[src/rtl/skin_pkg.sv]
// Shared types and defaults for the skin segmentation block: FSM encoding,
// coordinate/count widths, default chroma/luma windows and a range helper.
package skin_pkg;

    localparam int CW = 10;
    localparam int NW = 20;

    localparam int IMG_W_DEF = 640;
    localparam int IMG_H_DEF = 480;

    localparam logic [7:0] CB_MIN_DEF = 8'd77;
    localparam logic [7:0] CB_MAX_DEF = 8'd127;
    localparam logic [7:0] CR_MIN_DEF = 8'd133;
    localparam logic [7:0] CR_MAX_DEF = 8'd173;
    localparam logic [7:0] Y_MIN_DEF  = 8'd40;
    localparam logic [7:0] Y_MAX_DEF  = 8'd235;

    typedef enum logic [1:0] {
        ST_IDLE  = 2'd0,
        ST_RUN   = 2'd1,
        ST_DRAIN = 2'd2
    } state_e;

    function automatic logic in_range(input logic [7:0] v,
                                      input logic [7:0] lo,
                                      input logic [7:0] hi);
        return (v >= lo) && (v <= hi);
    endfunction

endpackage

[src/rtl/skin_threshold.sv]
// Combinational skin classifier: inclusive Cb/Cr windows, plus an inclusive
// luma window when SKIN_LUMA_GATE_EN is defined.
module skin_threshold
    import skin_pkg::*;
#(
    parameter logic [7:0] CB_MIN = CB_MIN_DEF,
    parameter logic [7:0] CB_MAX = CB_MAX_DEF,
    parameter logic [7:0] CR_MIN = CR_MIN_DEF,
    parameter logic [7:0] CR_MAX = CR_MAX_DEF,
    parameter logic [7:0] Y_MIN  = Y_MIN_DEF,
    parameter logic [7:0] Y_MAX  = Y_MAX_DEF
) (
    input  logic [7:0] luma_i,
    input  logic [7:0] cb_i,
    input  logic [7:0] cr_i,
    output logic       skin_o
);

    logic chroma_ok;

    assign chroma_ok = in_range(cb_i, CB_MIN, CB_MAX) && in_range(cr_i, CR_MIN, CR_MAX);

`ifdef SKIN_LUMA_GATE_EN
    // Very dark or saturated pixels carry unreliable chroma, so gate them out.
    assign skin_o = chroma_ok && in_range(luma_i, Y_MIN, Y_MAX);
`else
    logic unused_luma;
    assign unused_luma = ^{luma_i, Y_MIN, Y_MAX};
    assign skin_o      = chroma_ok;
`endif

endmodule

[src/rtl/skin_segmenter.sv]
// Skin mask generator with per-frame skin count and bounding box statistics.
// Define SKIN_LUMA_GATE_EN to additionally require luma inside [Y_MIN, Y_MAX].
module skin_segmenter
    import skin_pkg::*;
#(
    parameter int         IMG_W  = IMG_W_DEF,
    parameter int         IMG_H  = IMG_H_DEF,
    parameter logic [7:0] CB_MIN = CB_MIN_DEF,
    parameter logic [7:0] CB_MAX = CB_MAX_DEF,
    parameter logic [7:0] CR_MIN = CR_MIN_DEF,
    parameter logic [7:0] CR_MAX = CR_MAX_DEF,
    parameter logic [7:0] Y_MIN  = Y_MIN_DEF,
    parameter logic [7:0] Y_MAX  = Y_MAX_DEF
) (
    input  logic          clk,
    input  logic          rst,
    input  logic          pix_valid,
    input  logic          sof,
    input  logic [7:0]    luma_ch,
    input  logic [7:0]    cb_ch,
    input  logic [7:0]    cr_ch,
    output logic          mask_valid,
    output logic          mask_bit,
    output logic          frame_done,
    output logic [NW-1:0] skin_count,
    output logic          bbox_valid,
    output logic [CW-1:0] bbox_xmin,
    output logic [CW-1:0] bbox_xmax,
    output logic [CW-1:0] bbox_ymin,
    output logic [CW-1:0] bbox_ymax
);

    localparam logic [CW-1:0] X_LAST = CW'(IMG_W - 1);
    localparam logic [CW-1:0] Y_LAST = CW'(IMG_H - 1);

    state_e        state_q, state_d;
    logic          acc_pix, last_pix, skin_raw;
    logic [CW-1:0] x_cnt_q, y_cnt_q, cur_x, cur_y;

    logic          s1_valid_q, s1_skin_q, s1_acc_q, s1_sof_q, s1_last_q;
    logic [CW-1:0] s1_x_q, s1_y_q;
    logic          mask_valid_q, mask_bit_q, s2_last_q;

    logic [NW-1:0] acc_count_q, acc_count_d;
    logic          acc_any_q, acc_any_d;
    logic [CW-1:0] acc_xmin_q, acc_xmin_d, acc_xmax_q, acc_xmax_d;
    logic [CW-1:0] acc_ymin_q, acc_ymin_d, acc_ymax_q, acc_ymax_d;

    logic          frame_done_q, bbox_valid_q;
    logic [NW-1:0] skin_count_q;
    logic [CW-1:0] bbox_xmin_q, bbox_xmax_q, bbox_ymin_q, bbox_ymax_q;

    skin_threshold #(
        .CB_MIN(CB_MIN), .CB_MAX(CB_MAX),
        .CR_MIN(CR_MIN), .CR_MAX(CR_MAX),
        .Y_MIN (Y_MIN),  .Y_MAX (Y_MAX)
    ) u_threshold (
        .luma_i(luma_ch),
        .cb_i  (cb_ch),
        .cr_i  (cr_ch),
        .skin_o(skin_raw)
    );

    // Coordinates of the pixel on the input this cycle; sof forces the origin.
    assign cur_x    = sof ? '0 : x_cnt_q;
    assign cur_y    = sof ? '0 : y_cnt_q;
    assign last_pix = acc_pix && (cur_x == X_LAST) && (cur_y == Y_LAST);

    always_ff @(posedge clk or negedge rst) begin
        if (!rst) begin
            x_cnt_q <= '0;
            y_cnt_q <= '0;
        end else if (pix_valid) begin
            if (cur_x == X_LAST) begin
                x_cnt_q <= '0;
                y_cnt_q <= cur_y + 1'b1;
            end else begin
                x_cnt_q <= cur_x + 1'b1;
                y_cnt_q <= cur_y;
            end
        end
    end

    always_ff @(posedge clk or negedge rst) begin
        if (!rst) begin
            state_q <= ST_IDLE;
        end else begin
            state_q <= state_d;
        end
    end

    // A sof in DRAIN starts the next frame while the previous one still publishes.
    always_comb begin
        state_d = state_q;
        case (state_q)
            ST_IDLE: begin
                if (acc_pix) state_d = last_pix ? ST_DRAIN : ST_RUN;
            end
            ST_RUN: begin
                if (last_pix) state_d = ST_DRAIN;
            end
            ST_DRAIN: begin
                if (acc_pix)        state_d = last_pix ? ST_DRAIN : ST_RUN;
                else if (s2_last_q) state_d = ST_IDLE;
            end
            default: state_d = ST_IDLE;
        endcase
    end

    always_comb begin
        acc_pix = pix_valid && (sof || (state_q == ST_RUN));
    end

    always_ff @(posedge clk or negedge rst) begin
        if (!rst) begin
            s1_valid_q   <= 1'b0;
            s1_skin_q    <= 1'b0;
            s1_acc_q     <= 1'b0;
            s1_sof_q     <= 1'b0;
            s1_last_q    <= 1'b0;
            s1_x_q       <= '0;
            s1_y_q       <= '0;
            mask_valid_q <= 1'b0;
            mask_bit_q   <= 1'b0;
            s2_last_q    <= 1'b0;
        end else begin
            s1_valid_q   <= pix_valid;
            s1_skin_q    <= pix_valid && skin_raw;
            s1_acc_q     <= acc_pix;
            s1_sof_q     <= pix_valid && sof;
            s1_last_q    <= last_pix;
            s1_x_q       <= cur_x;
            s1_y_q       <= cur_y;
            mask_valid_q <= s1_valid_q;
            mask_bit_q   <= s1_valid_q && s1_skin_q;
            s2_last_q    <= s1_last_q;
        end
    end

    // Bbox registers stay zero until the first skin pixel so an empty frame publishes zeros.
    always_comb begin
        acc_count_d = acc_count_q;
        acc_any_d   = acc_any_q;
        acc_xmin_d  = acc_xmin_q;
        acc_xmax_d  = acc_xmax_q;
        acc_ymin_d  = acc_ymin_q;
        acc_ymax_d  = acc_ymax_q;
        if (s1_acc_q) begin
            if (s1_sof_q) begin
                acc_count_d = {{(NW-1){1'b0}}, s1_skin_q};
                acc_any_d   = s1_skin_q;
                acc_xmin_d  = s1_skin_q ? s1_x_q : '0;
                acc_xmax_d  = s1_skin_q ? s1_x_q : '0;
                acc_ymin_d  = s1_skin_q ? s1_y_q : '0;
                acc_ymax_d  = s1_skin_q ? s1_y_q : '0;
            end else if (s1_skin_q) begin
                if (acc_count_q != '1) acc_count_d = acc_count_q + 1'b1;
                acc_any_d = 1'b1;
                if (!acc_any_q || (s1_x_q < acc_xmin_q)) acc_xmin_d = s1_x_q;
                if (!acc_any_q || (s1_x_q > acc_xmax_q)) acc_xmax_d = s1_x_q;
                if (!acc_any_q || (s1_y_q < acc_ymin_q)) acc_ymin_d = s1_y_q;
                if (!acc_any_q || (s1_y_q > acc_ymax_q)) acc_ymax_d = s1_y_q;
            end
        end
    end

    always_ff @(posedge clk or negedge rst) begin
        if (!rst) begin
            acc_count_q <= '0;
            acc_any_q   <= 1'b0;
            acc_xmin_q  <= '0;
            acc_xmax_q  <= '0;
            acc_ymin_q  <= '0;
            acc_ymax_q  <= '0;
        end else begin
            acc_count_q <= acc_count_d;
            acc_any_q   <= acc_any_d;
            acc_xmin_q  <= acc_xmin_d;
            acc_xmax_q  <= acc_xmax_d;
            acc_ymin_q  <= acc_ymin_d;
            acc_ymax_q  <= acc_ymax_d;
        end
    end

    // Snapshot bank: copies the finished frame while the accumulators may already restart.
    always_ff @(posedge clk or negedge rst) begin
        if (!rst) begin
            frame_done_q <= 1'b0;
            skin_count_q <= '0;
            bbox_valid_q <= 1'b0;
            bbox_xmin_q  <= '0;
            bbox_xmax_q  <= '0;
            bbox_ymin_q  <= '0;
            bbox_ymax_q  <= '0;
        end else begin
            frame_done_q <= s2_last_q;
            if (s2_last_q) begin
                skin_count_q <= acc_count_q;
                bbox_valid_q <= acc_any_q;
                bbox_xmin_q  <= acc_xmin_q;
                bbox_xmax_q  <= acc_xmax_q;
                bbox_ymin_q  <= acc_ymin_q;
                bbox_ymax_q  <= acc_ymax_q;
            end
        end
    end

    assign mask_valid = mask_valid_q;
    assign mask_bit   = mask_bit_q;
    assign frame_done = frame_done_q;
    assign skin_count = skin_count_q;
    assign bbox_valid = bbox_valid_q;
    assign bbox_xmin  = bbox_xmin_q;
    assign bbox_xmax  = bbox_xmax_q;
    assign bbox_ymin  = bbox_ymin_q;
    assign bbox_ymax  = bbox_ymax_q;

endmodule
[config.mk]
export PLATFORM = sky130hd
export DESIGN_NAME = skin_segmenter
export DESIGN_NICKNAME = d
export VERILOG_FILES = /design/src/rtl/skin_pkg.sv /design/src/rtl/skin_threshold.sv /design/src/rtl/skin_segmenter.sv
export SDC_FILE = /design/constraint.sdc
export NUM_CORES = 1
export LEC_CHECK = 0
export BUFFER_PORTS_ARGS = -buffer_cell sky130_fd_sc_hd__buf_2
export CAP_MARGIN = 5
export CORE_MARGIN = 2
export CORE_UTILIZATION = 55
export CTS_CLUSTER_DIAMETER = 200
export DETAILED_ROUTE_END_ITERATION = 10
export PLACE_DENSITY = 0.77
export SLEW_MARGIN = 20
export SYNTH_ARGS = -nofsm -noshare
export SYNTH_HDL_FRONTEND = slang
export SYNTH_SLANG_ARGS = --single-unit
[constraint.sdc]
create_clock -name clk -period 2.8 [get_ports clk]
set_input_delay 0.7 -clock clk [delete_from_list [all_inputs] [get_ports clk]]
set_output_delay 0.7 -clock clk [all_outputs]
set_load 0.005 [all_outputs]
# Word-level counts from Yosys, hierarchy flattened
# Cells that the tools add are included.
# Widths: inputs -> output; s select.
# op_classes
eq_ne	8
magnitude_cmp	8
n_mux	29
add_sub_neg	3
reduce_logical	29
# ops
op	n
$mux 10	18
$mux 20	3
$add 10x1->10 const B	2
$add 20x1->20 const B	1
$gt 10x10->1	2
$lt 10x10->1	2
$ne 20x20->1 const B	1
$reduce_and 3->1	6
$reduce_bool 2->1	6
$eq 10x10->1 const B	1
$eq 10x9->1 const B	1
$mux 2	5
$logic_and 1x1->1	9
$ge 8x7->1 const B	1
$ge 8x8->1 const B	1
$le 8x7->1 const B	1
$le 8x8->1 const B	1
$pmux 2 s3	1
$logic_or 1x1->1	5
$ne 2x2->1 const B	2
$ne 3x3->1 const B	1
$eq 2x1->1 const B	1
$eq 2x2->1 const B	1
$logic_not 2->1	1
other kinds (3)	4
# word_totals
elab_cells	103
out_inout_bits	64
inputBits	28
reg_bits	173

# Logic depth before layout (Yosys ltp)
# depth
word_depth	8
ltp_mapped	11

# By module
# A second synthesis with hierarchy kept.
# unflattened
hier_cells	695
area_unflattened_um2	7993.9
# by_module_without_submodules
mod	seq_area_each_um2	cells_per_inst	n_inst	area_each_um2
skin_segmenter	4329.2	686	1	7933.9
skin_threshold	0.0	9	1	60.1

# Worst setup path after synthesis
# No wires, ideal clock.
# synth_timing
path_type	input-to-reg
start	input sof
end	register y_cnt_q[8]
required_ns	2.717
cell_stages	11
slack_ns	0.047
t_arrival_ns	2.669
cell_sequence	clkbuf_1 -> clkbuf_1 -> clkbuf_1 -> nor2b_1 -> ha_1 -> nand3_1 -> nor4_2 -> buf_2 -> nand4_1 -> xor2_1 -> o22ai_1
# synth_between
elab_chain_cells	3
# synth_rtl
element	line	source
start, declared	skin_segmenter.sv:18	input logic sof,
$mux 10	skin_segmenter.sv:65	assign cur_x = sof ? '0 : x_cnt_q;
via cur_x[1]	skin_segmenter.sv:38	logic [CW-1:0] x_cnt_q, y_cnt_q, cur_x, cur_y;
$eq 10x10->1	skin_segmenter.sv:74	if (cur_x == X_LAST) begin
$mux 10	skin_segmenter.sv:74	
end signal, assigned	skin_segmenter.sv:76	y_cnt_q <= cur_y + 1'b1;
end signal, assigned	skin_segmenter.sv:79	y_cnt_q <= cur_y;
end, declared	skin_segmenter.sv:38	
# The timed path passes the listed nets, and every way through them passes these cells.
# A chain may end at the register's enable or synchronous reset.

# Final worst setup path
# layout_timing
start	register acc_count_q[0]
end	register acc_count_q[12]
# layout_between
elab_chain_cells	4
# layout_rtl
element	line	source
start, declared	skin_segmenter.sv:44	logic [NW-1:0] acc_count_q, acc_count_d;
start signal, assigned	skin_segmenter.sv:176	acc_count_q <= acc_count_d;
$add 20x1->20	skin_segmenter.sv:157	if (acc_count_q != '1) acc_count_d = acc_count_q + 1'b1;
$mux 20	skin_segmenter.sv:157	
$mux 20	skin_segmenter.sv:156	end else if (s1_skin_q) begin
$mux 20	skin_segmenter.sv:149	if (s1_sof_q) begin
# Parallel ways exist; a longest one is shown, timed or not. The select of a mux whose other input is x is not followed.

==> summary.txt <==
=========================================================================================
Pwr/cell area                                                                 597 nW/um^2
Routability congestion estimate from global placement                               0.866
Clock tree from TritonCTS                                                           built
Leak                                                                           0.00473 uW
Proportion of register bits with asynchronous set or reset after synthesis           100%
Clock transition at the registers of the reported paths                             60 ps
I/O pin count                                                                          92
Share of layout cells above drive strength 1                                        24.3%
Die span in y                                                                      125 um
Routed len/inst                                                                   16.7 um
Data required time of the critical path                                           3150 ps
Depth of the worst register-to-register path                                            6
Number of global-route vias before repair                                            5800
Share of synthesized area occupied by flip-flops and latches                        53.5%
Vias per cell                                                                        5.81
Relative slew slack                                                                 38.1%
Number of I/O port buffers                                                             83
Post-CTS setup-driven buffer insertion count                                            0
Later-pin clock latency in the skew report                                         440 ps
Number of hold-slack violations in the final timing report                              0
Setup violations, final                                                                 0
Post-synthesis cell type count                                                         50
Final TNS setup                                                                      0 ps
Clock sink count                                                                      173
Unrepaired setup endpoints after global routing                                     false
Period Utilization, post-route                                                      82.5%
Worst setup EP type                                                              register
CTS Buffer Depth                                                                        2
Number of buffers created by CTS                                                       17
Worst hold slack                                                                   202 ps
Sequential cell fraction of total power                                             48.6%
Maximum net fanout on the critical path                                                12
Number of warnings reported in the yosys synthesis log                                  0
Hold_buf cts                                                                            0
Critical path arrival                                                             2660 ps
Post-synth net total                                                                  788
Slew at the pin closest to its max-slew limit                                      929 ps
Post-route worst setup slack                                                       491 ps
Row count                                                                              44
Antenna violations before repair                                                        0
Switching Fraction                                                                  24.6%
Cell chosen for the clock root                                                  clkbuf_16
Number of pins with negative max-slew slack in the final report                         0
Cells after Synth                                                                     719
Worst setup path category                                                      reg -> reg
CORE AREA                                                                      14500 um^2
Number of cells upsized or downsized after cts                                          0
Avg Synthesized Cell Area                                                       11.3 um^2
Maximum number of pins on one net before global-route repair                           55
Pre-CTS setup slack                                                                115 ps
First-pass iteration count of the detailed router                                       6
Fin crit period                                                                   2310 ps
Final wirelength                                                                  16.7 mm
Remaining number of nets flagged by the antenna check after routing                     0
Nature of the critical path startpoint                                           register
Number of antenna cells inserted                                                        0
Combinational fraction of design power                                               9.2%
Share of total power in the clock network                                           42.2%
Overall power                                                                     5580 uW
Run status                                                                   finished, final reports clean
Signed area change from the synthesized netlist to the final layout                 15.5%
Detailed-route DRC error count                                                          0
Number of synthesized register bits                                                   173
Peak supply drop                                                                 0.462 mV
Highest achievable clock rate                                                     433 MHz
Max-Cap Viols                                                                           0
Netlist area before placement                                                   8100 um^2
Number of nets at the end of the flow                                                 874
Starting Density                                                                    55.9%
Top_reg_cell synth                                                                dfrtp_1
Internal Pwr Total                                                                4210 uW
Class of the tightest hold or removal check                                   in -> async
Skew final                                                                        8.88 ps
Area of the die                                                                15700 um^2
Horizontal die dimension                                                           125 um
First DRT Iteration DRCs                                                              392
H-tree Lvls                                                                             4
Wire length of the first global-routing pass                                      28.1 mm
HPWL Detailed                                                                     11.6 mm
GRT overflow                                                                            0
Total GRT Usage                                                                     22.2%
Net switching component of the power                                              1370 uW
Total vias in the final route                                                        5818
Count of fill cells added during filler insertion                                    1076
Count of flip-flops with a built-in enable after synthesis                              0
=========================================================================================
## cells in the final DEF (no fill, tap or decap), drive strengths merged, types with 6 or more instances in the layout
| cell type | netlist | layout |
|---|---|---|
| a21oi | 32 | 32 |
| a32o | 20 | 20 |
| and2 | 8 | 8 |
| and3 | 9 | 9 |
| and4 | 6 | 6 |
| buf | 6 | 98 |
| clkbuf | 25 | 22 |
| clkinv | 0 | 6 |
| dfrtp | 173 | 173 |
| ha | 41 | 41 |
| inv | 65 | 65 |
| mux2 | 63 | 63 |
| mux2i | 23 | 23 |
| nand2 | 58 | 58 |
| nand2b | 7 | 7 |
| nand3 | 12 | 12 |
| nand4 | 13 | 13 |
| nor2 | 32 | 32 |
| nor2b | 15 | 15 |
| nor3 | 7 | 7 |
| o21ai | 22 | 22 |
| o22ai | 12 | 12 |
| xnor2 | 8 | 8 |
## path summary, 6_finish.rpt
check / endpoint / start / slack, ps
max in group asynchronous: acc_count_q[12]$_DFFE_PN0P_ / rst / 1820
worst max register to register: acc_count_q[12]$_DFFE_PN0P_ / acc_count_q[0]$_DFFE_PN0P_ / 490
worst min-delay path: bbox_xmin[1]$_DFFE_PN0P_ / rst / 200
worst max-delay path: acc_count_q[12]$_DFFE_PN0P_ / acc_count_q[0]$_DFFE_PN0P_ / 490
worst min register to register: s2_last_q$_DFF_PN0_ / s1_last_q$_DFF_PN0_ / 360
min in group clk: s2_last_q$_DFF_PN0_ / s1_last_q$_DFF_PN0_ / 360
## kinds of logic (layout without fill, tap and decap cells)
group | count (synthesis) | after routing | share of synthesized area [%]
flip-flops | 173 | 173 | 53.5
XOR/XNOR | 12 | 12 | 1.30
multiplexers | 86 | 86 | 11.6
AO/OA/AOI/OAI | 129 | 129 | 11.1
buffers and inverters | 96 | 195 | 4.70
adder cells (fa/ha/maj) | 41 | 41 | 6.33
AND/OR/NAND/NOR | 182 | 182 | 11.5
## per-layer routing
metal	vias up	wire length (um)	GRT usage (%)
met1	2906	7390	29.5
li1	2724	-	-
met3	27	796	5.13
met4	0	316	7.65
met2	161	8220	36.2
met5	-	0	0
## Yosys cell counts, types with 12 or more instances
library cell,n,share of area (%)
dfrtp_1,173,53
inv_1,65,3.0
mux2_2,63,8.8
nand2_1,58,2.7
ha_1,41,6.3
a21oi_1,32,2.0
nor2_1,32,1.5
clkbuf_1,25,1.2
mux2i_1,23,2.8
o21ai_0,22,1.4
a32o_1,20,2.5
nor2b_1,15,1.2
nand4_1,13,1.0
nand3_1,12,0.74
o22ai_1,12,0.93
## worst max-delay path, cell delays in order, from the launching register on
cell	delay, ps
dfrtp_1	450
ha_1	270
and3_1	250
and4_4	220
a21o_1	310
or4_1	540
a21oi_1	170
## power by group through the flow
stage / Sequential (uW) / Clock [uW] / Combinational, uW
after floorplan: 2710 / 0 / 349
after global placement: 2750 / 0 / 477
after detailed placement: 2750 / 0 / 509
after CTS: 2710 / 2390 / 516
after global routing: 2730 / 2480 / 593
final: 2710 / 2360 / 515
## metrics by stage
step                cell area [um^2]  std cells  util (%)
floorplan                       8100        719         -
global placement                8750        970      60.4
detailed placement              8750        970      60.4
CTS                             9350       1002      64.6
global route                    9350       1002      64.6
finish                          9350       1002      64.6
## cell type report
| cell class | count | area [um^2] | area share [%] |
|---|---|---|---|
| tap | 184 | 230 | 2.46 |
| clock inverter | 10 | 113 | 1.20 |
| inverter | 65 | 244 | 2.61 |
| sequential | 173 | 4330 | 46.3 |
| clock buffer | 22 | 484 | 5.18 |
| multi-input combinational | 450 | 3390 | 36.2 |
| timing repair buffer | 98 | 559 | 5.98 |
Power figures use the tool's default switching activity.
